==> src/rtl/ifu_icache_req_sched_if.sv <==
// Bundle of demand/prefetch request, icache lookup/response and status signals
// around the icache request scheduler.
interface ifu_icache_req_sched_if #(
    parameter int PC_WIDTH = 64,
    parameter int ID_WIDTH = 2
);
    // Handshakes: a transfer happens in a cycle where valid and ready are both high;
    // valid must not depend on ready, and dmd_rdy/pf_rdy report the transfer itself.
    logic                flush;
    logic                dmd_vld;
    logic [PC_WIDTH-1:0] dmd_pc;
    logic                dmd_rdy;
    logic                pf_vld;
    logic [PC_WIDTH-1:0] pf_pc;
    logic                pf_rdy;
    logic                ic_req_vld;
    logic [PC_WIDTH-1:0] ic_req_pc;
    logic [ID_WIDTH-1:0] ic_req_id;
    logic                ic_req_pf;
    logic                ic_req_rdy;
    logic                ic_rsp_vld;
    logic [ID_WIDTH-1:0] ic_rsp_id;
    logic                rsp_vld;
    logic [ID_WIDTH-1:0] rsp_id;
    logic                rsp_pf;
    logic [ID_WIDTH:0]   outstanding;
    logic                err;

    modport master (
        output flush, dmd_vld, dmd_pc, pf_vld, pf_pc, ic_req_rdy, ic_rsp_vld, ic_rsp_id,
        input  dmd_rdy, pf_rdy, ic_req_vld, ic_req_pc, ic_req_id, ic_req_pf,
               rsp_vld, rsp_id, rsp_pf, outstanding, err
    );

    modport slave (
        input  flush, dmd_vld, dmd_pc, pf_vld, pf_pc, ic_req_rdy, ic_rsp_vld, ic_rsp_id,
        output dmd_rdy, pf_rdy, ic_req_vld, ic_req_pc, ic_req_id, ic_req_pf,
               rsp_vld, rsp_id, rsp_pf, outstanding, err
    );
endinterface

==> src/rtl/ifu_icache_req_sched.sv <==
// Arbitrates demand fetch vs next-line prefetch onto one icache lookup port,
// tracks outstanding IDs and drops responses from a pre-redirect epoch.
module ifu_icache_req_sched #(
    parameter int PC_WIDTH     = 64,
    parameter int NUM_ID       = 4,
    parameter int ID_WIDTH     = 2,
    parameter int STARVE_LIMIT = 3
) (
    input logic                   clk,
    input logic                   rst,
    ifu_icache_req_sched_if.slave bus
);
    localparam int CW = ID_WIDTH + 1;
    localparam int SW = $clog2(STARVE_LIMIT + 1);

    logic [NUM_ID-1:0]   slot_vld;
    logic [NUM_ID-1:0]   slot_ep;
    logic [NUM_ID-1:0]   slot_pf;
    logic                epoch;
    logic [SW-1:0]       starve_cnt;
    logic [SW-1:0]       starve_nxt;
    logic                err_q;
    logic                rsp_vld_q;
    logic [ID_WIDTH-1:0] rsp_id_q;
    logic                rsp_pf_q;

    logic [CW-1:0]       n_valid;
    logic [CW-1:0]       n_free;
    logic                free_found;
    logic [ID_WIDTH-1:0] free_id;
    logic                dmd_elig;
    logic                pf_elig;
    logic                pf_win;
    logic                req_vld;
    logic                fire;
    logic                rsp_hit;

    // Allocation looks only at registered slots, so a slot freed this cycle waits a cycle.
    always_comb begin
        n_valid    = '0;
        free_found = 1'b0;
        free_id    = '0;
        for (int i = 0; i < NUM_ID; i++) begin
            if (slot_vld[i]) begin
                n_valid = n_valid + CW'(1);
            end else if (!free_found) begin
                free_found = 1'b1;
                free_id    = ID_WIDTH'(i);
            end
        end
    end

    assign n_free   = CW'(NUM_ID) - n_valid;
    assign dmd_elig = bus.dmd_vld & free_found;
    // Prefetch always leaves the last free slot for demand.
    assign pf_elig  = bus.pf_vld & (n_free >= CW'(2));
    assign pf_win   = pf_elig & (~dmd_elig | (starve_cnt == SW'(STARVE_LIMIT)));
    assign req_vld  = ~rst & ~bus.flush & (dmd_elig | pf_elig);
    assign fire     = req_vld & bus.ic_req_rdy;
    assign rsp_hit  = bus.ic_rsp_vld & slot_vld[bus.ic_rsp_id] &
                      (slot_ep[bus.ic_rsp_id] == epoch) & ~bus.flush;

    always_comb begin
        starve_nxt = starve_cnt;
        if (!bus.pf_vld) begin
            starve_nxt = '0;
        end else if (fire && pf_win) begin
            starve_nxt = '0;
        end else if (fire && pf_elig && (starve_cnt != SW'(STARVE_LIMIT))) begin
            starve_nxt = starve_cnt + SW'(1);
        end
    end

    always_ff @(posedge clk) begin
        if (rst) begin
            slot_vld   <= '0;
            slot_ep    <= '0;
            slot_pf    <= '0;
            epoch      <= 1'b0;
            starve_cnt <= '0;
            err_q      <= 1'b0;
            rsp_vld_q  <= 1'b0;
            rsp_id_q   <= '0;
            rsp_pf_q   <= 1'b0;
        end else begin
            rsp_vld_q <= rsp_hit;
            if (rsp_hit) begin
                rsp_id_q <= bus.ic_rsp_id;
                rsp_pf_q <= slot_pf[bus.ic_rsp_id];
            end
            if (bus.ic_rsp_vld) begin
                if (slot_vld[bus.ic_rsp_id]) begin
                    slot_vld[bus.ic_rsp_id] <= 1'b0;
                end else begin
                    err_q <= 1'b1;
                end
            end
            // The fire slot is invalid in registered state, so it never aliases a live response.
            if (fire) begin
                slot_vld[free_id] <= 1'b1;
                slot_ep[free_id]  <= epoch;
                slot_pf[free_id]  <= pf_win;
            end
            if (bus.flush) begin
                epoch <= ~epoch;
            end
            starve_cnt <= starve_nxt;
        end
    end

    assign bus.ic_req_vld  = req_vld;
    assign bus.ic_req_pc   = pf_win ? bus.pf_pc : bus.dmd_pc;
    assign bus.ic_req_id   = free_id;
    assign bus.ic_req_pf   = pf_win;
    assign bus.dmd_rdy     = fire & ~pf_win;
    assign bus.pf_rdy      = fire & pf_win;
    assign bus.rsp_vld     = rsp_vld_q;
    assign bus.rsp_id      = rsp_id_q;
    assign bus.rsp_pf      = rsp_pf_q;
    assign bus.outstanding = n_valid;
    assign bus.err         = err_q;
endmodule

==> src/flat_wrapper.sv <==
// flat-port wrapper written by rule: the top's interface ports become plain ports
module ifu_icache_req_sched_flat 
#(
    parameter int PC_WIDTH     = 64,
    parameter int NUM_ID       = 4,
    parameter int ID_WIDTH     = 2,
    parameter int STARVE_LIMIT = 3
)
  (clk, rst, bus_flush, bus_dmd_vld, bus_dmd_pc, bus_pf_vld, bus_pf_pc, bus_ic_req_rdy, bus_ic_rsp_vld, bus_ic_rsp_id, bus_dmd_rdy, bus_pf_rdy, bus_ic_req_vld, bus_ic_req_pc, bus_ic_req_id, bus_ic_req_pf, bus_rsp_vld, bus_rsp_id, bus_rsp_pf, bus_outstanding, bus_err);
  ifu_icache_req_sched_if #(.PC_WIDTH(PC_WIDTH), .ID_WIDTH(ID_WIDTH)) bus_i ();
  input logic clk;
  input logic rst;
  input wire logic [$bits(bus_i.flush)-1:0] bus_flush;
  input wire logic [$bits(bus_i.dmd_vld)-1:0] bus_dmd_vld;
  input wire logic [$bits(bus_i.dmd_pc)-1:0] bus_dmd_pc;
  input wire logic [$bits(bus_i.pf_vld)-1:0] bus_pf_vld;
  input wire logic [$bits(bus_i.pf_pc)-1:0] bus_pf_pc;
  input wire logic [$bits(bus_i.ic_req_rdy)-1:0] bus_ic_req_rdy;
  input wire logic [$bits(bus_i.ic_rsp_vld)-1:0] bus_ic_rsp_vld;
  input wire logic [$bits(bus_i.ic_rsp_id)-1:0] bus_ic_rsp_id;
  output wire logic [$bits(bus_i.dmd_rdy)-1:0] bus_dmd_rdy;
  output wire logic [$bits(bus_i.pf_rdy)-1:0] bus_pf_rdy;
  output wire logic [$bits(bus_i.ic_req_vld)-1:0] bus_ic_req_vld;
  output wire logic [$bits(bus_i.ic_req_pc)-1:0] bus_ic_req_pc;
  output wire logic [$bits(bus_i.ic_req_id)-1:0] bus_ic_req_id;
  output wire logic [$bits(bus_i.ic_req_pf)-1:0] bus_ic_req_pf;
  output wire logic [$bits(bus_i.rsp_vld)-1:0] bus_rsp_vld;
  output wire logic [$bits(bus_i.rsp_id)-1:0] bus_rsp_id;
  output wire logic [$bits(bus_i.rsp_pf)-1:0] bus_rsp_pf;
  output wire logic [$bits(bus_i.outstanding)-1:0] bus_outstanding;
  output wire logic [$bits(bus_i.err)-1:0] bus_err;
  assign bus_i.flush = bus_flush;
  assign bus_i.dmd_vld = bus_dmd_vld;
  assign bus_i.dmd_pc = bus_dmd_pc;
  assign bus_i.pf_vld = bus_pf_vld;
  assign bus_i.pf_pc = bus_pf_pc;
  assign bus_i.ic_req_rdy = bus_ic_req_rdy;
  assign bus_i.ic_rsp_vld = bus_ic_rsp_vld;
  assign bus_i.ic_rsp_id = bus_ic_rsp_id;
  assign bus_dmd_rdy = bus_i.dmd_rdy;
  assign bus_pf_rdy = bus_i.pf_rdy;
  assign bus_ic_req_vld = bus_i.ic_req_vld;
  assign bus_ic_req_pc = bus_i.ic_req_pc;
  assign bus_ic_req_id = bus_i.ic_req_id;
  assign bus_ic_req_pf = bus_i.ic_req_pf;
  assign bus_rsp_vld = bus_i.rsp_vld;
  assign bus_rsp_id = bus_i.rsp_id;
  assign bus_rsp_pf = bus_i.rsp_pf;
  assign bus_outstanding = bus_i.outstanding;
  assign bus_err = bus_i.err;
  ifu_icache_req_sched #(.PC_WIDTH(PC_WIDTH), .NUM_ID(NUM_ID), .ID_WIDTH(ID_WIDTH), .STARVE_LIMIT(STARVE_LIMIT)) u_core (.clk(clk), .rst(rst), .bus(bus_i));
endmodule
==> config.mk <==
export PLATFORM = sky130hd
export DESIGN_NAME = ifu_icache_req_sched_flat
export DESIGN_NICKNAME = d
export VERILOG_FILES = /design/src/rtl/ifu_icache_req_sched_if.sv /design/src/rtl/ifu_icache_req_sched.sv /design/src/flat_wrapper.sv
export SDC_FILE = /design/constraint.sdc
export NUM_CORES = 1
export LEC_CHECK = 0
export ABC_CLOCK_PERIOD_IN_PS = 8700
export BUFFER_PORTS_ARGS = -buffer_cell sky130_fd_sc_hd__buf_2
export CORE_AREA = 2 2 84 86
export CTS_CLUSTER_SIZE = 8
export DETAILED_ROUTE_END_ITERATION = 6
export DIE_AREA = 0 0 86 88
export PLACE_DENSITY = 0.74
export SLEW_MARGIN = 10
export SYNTH_ARGS = -nofsm -noshare
export SYNTH_HDL_FRONTEND = slang
export SYNTH_SLANG_ARGS = --single-unit
==> constraint.sdc <==
create_clock -name clk -period 8.7 [get_ports clk]
set_clock_uncertainty 0.15 [all_clocks]
set_input_delay 0.435 -clock clk [delete_from_list [all_inputs] [get_ports clk]]
set_output_delay 0.435 -clock clk [all_outputs]
set_load 0.02 [all_outputs]
==> results.sh, run 1 <==
export IMPL_power_leakage_nw=1.820
export IMPL_cpMaxStageDelayCell="buf_4"
export IMPL_register_area_um2=400.4
export IMPL_htree_levels=1
export IMPL_clock_sinks=20
export IMPL_p_switching_mw=0.1091
export IMPL_post_synth_cell_area_avg_um2=11.01
export IMPL_routed_wl_um=7601
export IMPL_core_um2=6644
export IMPL_cp_common_cell="ha_1"
export IMPL_yosysTopAreaCellShare_pct=27.83
export IMPL_synth_cells=196
export IMPL_tightest_slew_ns=0.6188
export IMPL_crit_buf_inv=5
export IMPL_setup_tns_ns=0
export IMPL_initial_core_util_pct=32.49
export IMPL_critical_path_class="reg2out"
export IMPL_drive_gt1_share_pct=72.28
export IMPL_cts_tree="built"
export IMPL_power_density_nw_per_um2=103.4
export IMPL_clockBufferDepth=2
export IMPL_yosys_warnings=0
export IMPL_ys_ff_latch=20
export IMPL_rsz0062_at_grt="false"
export IMPL_postCtsHoldBufs=0
export IMPL_synth_most_common_cell="mux2_4"
export IMPL_fin_cells=486
export IMPL_die_area_um2=7568
export IMPL_via_per_inst=4.726
export IMPL_grt_pass1_wl_um=10490
export IMPL_synthTopCellsByArea="mux2_4, dfxtp_1, mux2_2, ha_1, mux2i_1"
export IMPL_ios=215
export IMPL_synth_largest_area_cell="mux2_4"
export IMPL_numPlacedInstances=480
export IMPL_slew_violations=0
export IMPL_crit_path_max_fanout=41
export IMPL_hp_class="in2reg"
export IMPL_cp_arrival_ns=4.49
export IMPL_clock_power_share_pct=27.4
export IMPL_area_growth_pct=52.46
export IMPL_dp_hpwl_um=6656
export IMPL_first_global_vias=2136
export IMPL_period_share_pct=58.34
export IMPL_setup_viol=0
export IMPL_synthTopCellsByCount="mux2_4, mux2_2, dfxtp_1"
export IMPL_p_comb_share_pct=44.9
export IMPL_critPathTopFamily="buffers and inverters"
export IMPL_clkTransAtPathRegs_ns=0.08
export IMPL_slew_headroom_pct=58.66
export IMPL_rows=30
export IMPL_cp_cell_sequence="inv_1 -> ha_1 -> xor2_1 -> ha_1 -> nand2_1 -> o21ai_0 -> inv_1 -> ha_1 -> xnor3_1 -> a21oi_4 -> o21ai_4 -> clkinv_2 -> buf_4 -> mux2_2 -> buf_2"
export IMPL_place_congestion=0.7475
export IMPL_swShare_pct=32.06
export IMPL_multiInputGateArea_um2=1593
export IMPL_p_int_mw=0.2311
export IMPL_die_w_um=86
export IMPL_async_flop_share_pct=0
export IMPL_ir_drop_mv=0.1338
export IMPL_status="finished clean"
export IMPL_detail_route_wl_per_cell_um=15.64
export IMPL_cts_root_buf="clkbuf_8"
export IMPL_io_buffers=214
export IMPL_post_route_drc_count=0
export IMPL_grt_overflow_total=0
export IMPL_hold_ws_ns=0.3019
export IMPL_yosysUniqueCellTypes=37
export IMPL_cap_viol_max_count=0
export IMPL_timing_fmax_mhz=197.0
export IMPL_detail_route_first_pass_iterations=4
export IMPL_synth_ff_type="dfxtp_1"
export IMPL_post_cts_buffers=0
export IMPL_yosysSeqAreaShare_pct=18.55
export IMPL_place_area_um2=3214
export IMPL_antenna_found_initial=3
export IMPL_synthesis_nets=342
export IMPL_crit_required_ns=8.12
export IMPL_seqPwrFrac_pct=27.7
export IMPL_hold_viol_final=0
export IMPL_crit_path_end_kind="output port"
export IMPL_fin_nets=551
export IMPL_insertion_delay_ns=0.26
export IMPL_drtAntennaViolNets=0
export IMPL_cts_buffers=3
export IMPL_grt_usage_pct=17.80
export IMPL_n_fill_cell=649
export IMPL_slowest_delay_ns=0.62
export IMPL_vias=2297
export IMPL_grt_max_degree=42
export IMPL_synth_edf_count=0
export IMPL_drtIter0Drc=54
export IMPL_critPathLaunchType="flip-flop"
export IMPL_final_cell_area_um2=3291
export IMPL_cts_resized=0
export IMPL_synth_area_um2=2158
export IMPL_min_period_ns=5.076
export IMPL_die_y_um=88
==> worst paths after layout <==
| kind | from | to | slack, ns | cells after the start |
|---|---|---|---|---|
| setup / recovery | u_core.slot_vld[0] | bus_ic_req_pc[5] | 3.62 | 15 |
| hold reg to reg | u_core.slot_pf[0] | u_core.slot_pf[0] | 0.32 | 2 |
| setup reg to reg | u_core.slot_vld[0] | u_core.slot_pf[1] | 5.39 | 12 |
| hold / removal | bus_pf_vld | u_core.starve_cnt[1] | 0.30 | 2 |
==> through the flow <==
step	setup WS [ns]	power [mW]	utilization, %
floorplan	4.798	0.1952	-
global placement	4.091	0.2475	48.38
detailed placement	3.908	0.2502	48.38
CTS	3.600	0.3421	49.45
global route	3.221	0.3562	49.45
finish	3.624	0.3402	49.53
==> state kept, by name (all words and copies together) (netlist names) <==
register	count
u_core.slot_ep	4
u_core.slot_pf	4
u_core.slot_vld	4
u_core.bus.rsp_id	2
u_core.starve_cnt	2
u_core.bus.err	1
u_core.bus.rsp_pf	1
u_core.bus.rsp_vld	1
u_core.epoch	1
==> cell type report <==
cell class,instances,area share [%]
Multi-Input combinational cell,154,48.40
Timing Repair Buffer,215,32.78
Sequential cell,20,12.17
Tap cell,80,3.042
Inverter,11,1.293
Clock buffer,3,1.255
Clock inverter,1,0.9125
Antenna cell,2,0.1521
==> per-layer routing <==
layer | up-vias | GRT usage, % | routed length (um)
li1 | 1119 | - | -
met1 | 1051 | 19.44 | 2736
met2 | 113 | 32.77 | 3946
met3 | 10 | 7.163 | 845
met4 | 4 | 3.175 | 42
met5 | - | 0 | 30
==> cell usage in the layout (no fill, tap or decap), drive strengths merged, types with 7 or more instances in the layout <==
master | Yosys | final
mux2i | 11 | 11
nand2 | 12 | 12
a21oi | 7 | 7
nor2 | 12 | 12
mux2 | 66 | 66
buf | 9 | 215
ha | 9 | 9
dfxtp | 20 | 20
inv | 9 | 9
o21ai | 8 | 8
==> power by group through the flow <==
stage,clock (mW),combinational (mW),sequential (mW)
after detailed placement,0,0.154,0.0964
after global routing,0.0978,0.164,0.0945
after floorplan,0,0.0986,0.0967
after global placement,0,0.151,0.0963
after CTS,0.0937,0.154,0.0942
final,0.0932,0.153,0.0942
==> logic make-up (layout without fill, tap and decap cells) <==
kind of cell / count (synthesis) / count (layout) / synth area share [%]
compound gates: 23 / 23 / 7.826
other cells: 0 / 2 / 0
simple gates: 35 / 35 / 7.652
buf+inv: 22 / 230 / 7.651
flops: 20 / 20 / 18.55
xor+xnor: 7 / 7 / 3.478
fa+ha+maj: 9 / 9 / 5.217
mux: 80 / 80 / 49.62
Note: power is estimated with default switching activity, not from simulation.
==> run 2: changes to the inputs <==
--- a/config.mk
+++ b/config.mk
@@ -5,13 +5,14 @@
 export SDC_FILE = /design/constraint.sdc
 export NUM_CORES = 1
 export LEC_CHECK = 0
-export ABC_CLOCK_PERIOD_IN_PS = 8700
+export ABC_AREA = 1
+export ABC_CLOCK_PERIOD_IN_PS = 4360
 export BUFFER_PORTS_ARGS = -buffer_cell sky130_fd_sc_hd__buf_2
 export CORE_AREA = 2 2 84 86
 export CTS_CLUSTER_SIZE = 8
 export DETAILED_ROUTE_END_ITERATION = 6
 export DIE_AREA = 0 0 86 88
-export PLACE_DENSITY = 0.74
+export PLACE_DENSITY = 0.75
 export SLEW_MARGIN = 10
 export SYNTH_ARGS = -nofsm -noshare
 export SYNTH_HDL_FRONTEND = slang
==> constraint.sdc (replaced) <==
create_clock -name clk -period 4.36 [get_ports clk]
set_clock_uncertainty 0.15 [all_clocks]
set_input_delay 0.218 -clock clk [delete_from_list [all_inputs] [get_ports clk]]
set_output_delay 0.218 -clock clk [all_outputs]
set_load 0.02 [all_outputs]
==> run 2 against run 1 <==
  * Count of clock-buffer cells in the layout unchanged
  * Global-route usage increased by 1.1 points
  * Sequential share of layout area increased by 0.32 points
  * Critical endpoint is now bus_ic_req_pc[42]
  * Largest power group unchanged
==> results.sh, run 2 <==
export IMPL_synth_cells=382
export IMPL_async_flop_share_pct=0
export IMPL_synthTopCellsByCount="nand2_1, nor2_1, inv_1"
export IMPL_crit_path_end_kind="output port"
export IMPL_finalPower_mw=0.6751
export IMPL_slew_headroom_pct=55.37
export IMPL_first_global_vias=2535
export IMPL_layout_cells_most_common_list="nand2_1, buf_2, nor2_1, inv_1, dfxtp_1"
export IMPL_antenna_found_initial=4
export IMPL_period_share_pct=88.20
export IMPL_die_y_um=88
export IMPL_detail_route_first_pass_iterations=4
export IMPL_status="finished clean"
export IMPL_synthesis_nets=528
export IMPL_ys_ff_latch=20
export IMPL_setup_tns_ns=0
export IMPL_critical_path_class="reg2out"
export IMPL_hp_class="in2reg"
export IMPL_crit_path_max_fanout=70
export IMPL_grt_overflow_total=0
export IMPL_grt_pass1_wl_um=11780
export IMPL_area_growth_pct=54.68
export IMPL_drive_gt1_share_pct=39.62
export IMPL_cts_root_buf="clkbuf_8"
export IMPL_ir_drop_mv=0.2858
export IMPL_slew_violations=0
export IMPL_worstHoldPathCells=3
export IMPL_via_per_inst=4.580
export IMPL_cp_arrival_ns=3.48
export IMPL_cap_viol_max_count=0
export IMPL_cts_buffers=3
export IMPL_dp_hpwl_um=6657
export IMPL_synth_area_um2=2073
export IMPL_clkTransAtPathRegs_ns=0.08
export IMPL_cts_resized=0
export IMPL_setup_viol=0
export IMPL_ios=215
export IMPL_die_w_um=86
export IMPL_core_um2=6644
export IMPL_fin_nets=730
export IMPL_clock_sinks=20
export IMPL_crit_required_ns=3.99
export IMPL_min_period_ns=3.845
export IMPL_yosysTopAreaCellShare_pct=40.19
export IMPL_grt_max_degree=71
export IMPL_synth_edf_count=0
export IMPL_io_buffers=214
export IMPL_grt_usage_pct=18.93
export IMPL_mostFrequentLayoutCell="nand2_1"
export IMPL_drtIter0Drc=82
export IMPL_insertion_delay_ns=0.26
export IMPL_synthTopCellsByArea="nand2_1, dfxtp_1, ha_1, nor2_1, inv_1"
export IMPL_power_density_nw_per_um2=210.5
export IMPL_initial_core_util_pct=31.21
export IMPL_post_route_drc_count=0
export IMPL_synth_most_common_cell="nand2_1"
export IMPL_top_regs="u_core.slot_ep (4), u_core.slot_pf (4), u_core.slot_vld (4)"
export IMPL_power_leakage_nw=2.046
export IMPL_n_fill_cell=706
export IMPL_yosysSeqAreaShare_pct=19.31
export IMPL_place_congestion=0.9430
export IMPL_post_synth_cell_area_avg_um2=5.427
export IMPL_routed_wl_um=8086
export IMPL_critPathLaunchType="flip-flop"
export IMPL_yosysUniqueCellTypes=31
export IMPL_drtAntennaViolNets=0
export IMPL_yosys_warnings=0
export IMPL_timing_fmax_mhz=260.1
export IMPL_synth_largest_area_cell="nand2_1"
export IMPL_die_area_um2=7568
export IMPL_worstRegToRegCells=16
export IMPL_hold_viol_final=0
export IMPL_clockBufferDepth=2
export IMPL_htree_levels=1
export IMPL_post_cts_buffers=0
export IMPL_cts_tree="built"
export IMPL_synth_ff_type="dfxtp_1"
export IMPL_postCtsHoldBufs=0
export IMPL_vias=3050
export IMPL_tightest_slew_ns=0.6695
export IMPL_rsz0062_at_grt="false"
export IMPL_rows=30
export IMPL_detail_route_wl_per_cell_um=12.14
-- run 2: cell count changes after synthesis, moves of 5 or more --
| cell | previous run | this run |
|---|---|---|
| mux2i_1 | 11 | 0 |
| nand2_2 | 0 | 5 |
| buf_2 | 1 | 7 |
| a21oi_1 | 6 | 15 |
| nand4_1 | 0 | 9 |
| nor2_1 | 12 | 25 |
| mux2_2 | 26 | 0 |
| nand2_1 | 12 | 222 |
| mux2_4 | 40 | 0 |
| buf_6 | 1 | 7 |
| inv_1 | 9 | 24 |
-- run 2: power breakdown --
part / leakage, nW / switching [mW] / internal (mW) / total, mW
logic: 1.85 / 0.185 / 0.114 / 0.299
registers: 0.162 / 0.00344 / 0.186 / 0.189
clock network: 0.0357 / 0.0646 / 0.123 / 0.187
-- run 2: metrics by stage --
step / std cells / area (um2) / util, % / setup WS, ns / hold WS (ns)
2_1_floorplan: 382 / 2073 / - / 1.248 / 0.1371
3_3_place_gp: 659 / 3128 / 47.08 / 0.8882 / 0.3014
3_5_place_dp: 659 / 3128 / 47.08 / 0.8031 / 0.3037
4_1_cts: 663 / 3199 / 48.15 / 0.5084 / 0.09429
5_1_grt: 664 / 3202 / 48.19 / 0.2069 / 0.1150
6_report: 666 / 3207 / 48.27 / 0.5146 / 0.09075
-- run 2: layout make-up --
type | count | area, um2 | area share [%]
Sequential cell | 20 | 400.4 | 12.49
Multi-Input combinational cell | 318 | 1435 | 44.75
Clock buffer | 3 | 41.29 | 1.288
Tap cell | 80 | 100.1 | 3.121
Timing Repair Buffer | 216 | 1099 | 34.26
Inverter | 25 | 93.84 | 2.926
Antenna cell | 3 | 7.507 | 0.2341
Clock inverter | 1 | 30.03 | 0.9364
-- run 2: final timing paths --
path	from	endpoint	slack, ns
setup / recovery	u_core.slot_vld[0]	bus_ic_req_pc[42]	0.51
hold / removal	bus_ic_rsp_id[0]	u_core.bus.rsp_id[0]	0.09
setup reg to reg	u_core.slot_vld[0]	u_core.slot_pf[2]	1.02
hold reg to reg	u_core.bus.err	u_core.bus.err	0.32
-- run 2: critical path, stage by stage (launching register included) --
cell and delay (ns):
dfxtp_1 0.43, inv_1 0.09, ha_1 0.35, xor2_1 0.22, ha_1 0.27, nand2_1 0.05
and2_1 0.15, inv_1 0.06, ha_1 0.27, inv_1 0.05, nor2_1 0.04, nand3_2 0.08
nand2_4 0.08, nor2_8 0.09, buf_4 0.53, nand2_1 0.10, nand2_1 0.14, buf_2 0.18
-- run 2: logic make-up after synthesis --
kind of cell               Yosys count  synth area share (%)
AOI/OAI and AO/OA                   33                 9.053
xor gates and xnor gates             4                 1.690
adders and majority gates            9                 5.432
buffers and inverters               44                 11.47
DFF                                 20                 19.31
and+or+nand+nor                    272                 53.05
-- run 2: metal layers --
| metal | vias up | track usage (%) | routed length (um) |
|---|---|---|---|
| met4 | 2 | 2.742 | 40 |
| li1 | 1579 | - | - |
| met3 | 7 | 5.372 | 856 |
| met5 | - | 0 | 13 |
| met1 | 1331 | 22.97 | 3150 |
| met2 | 131 | 33.97 | 4026 |
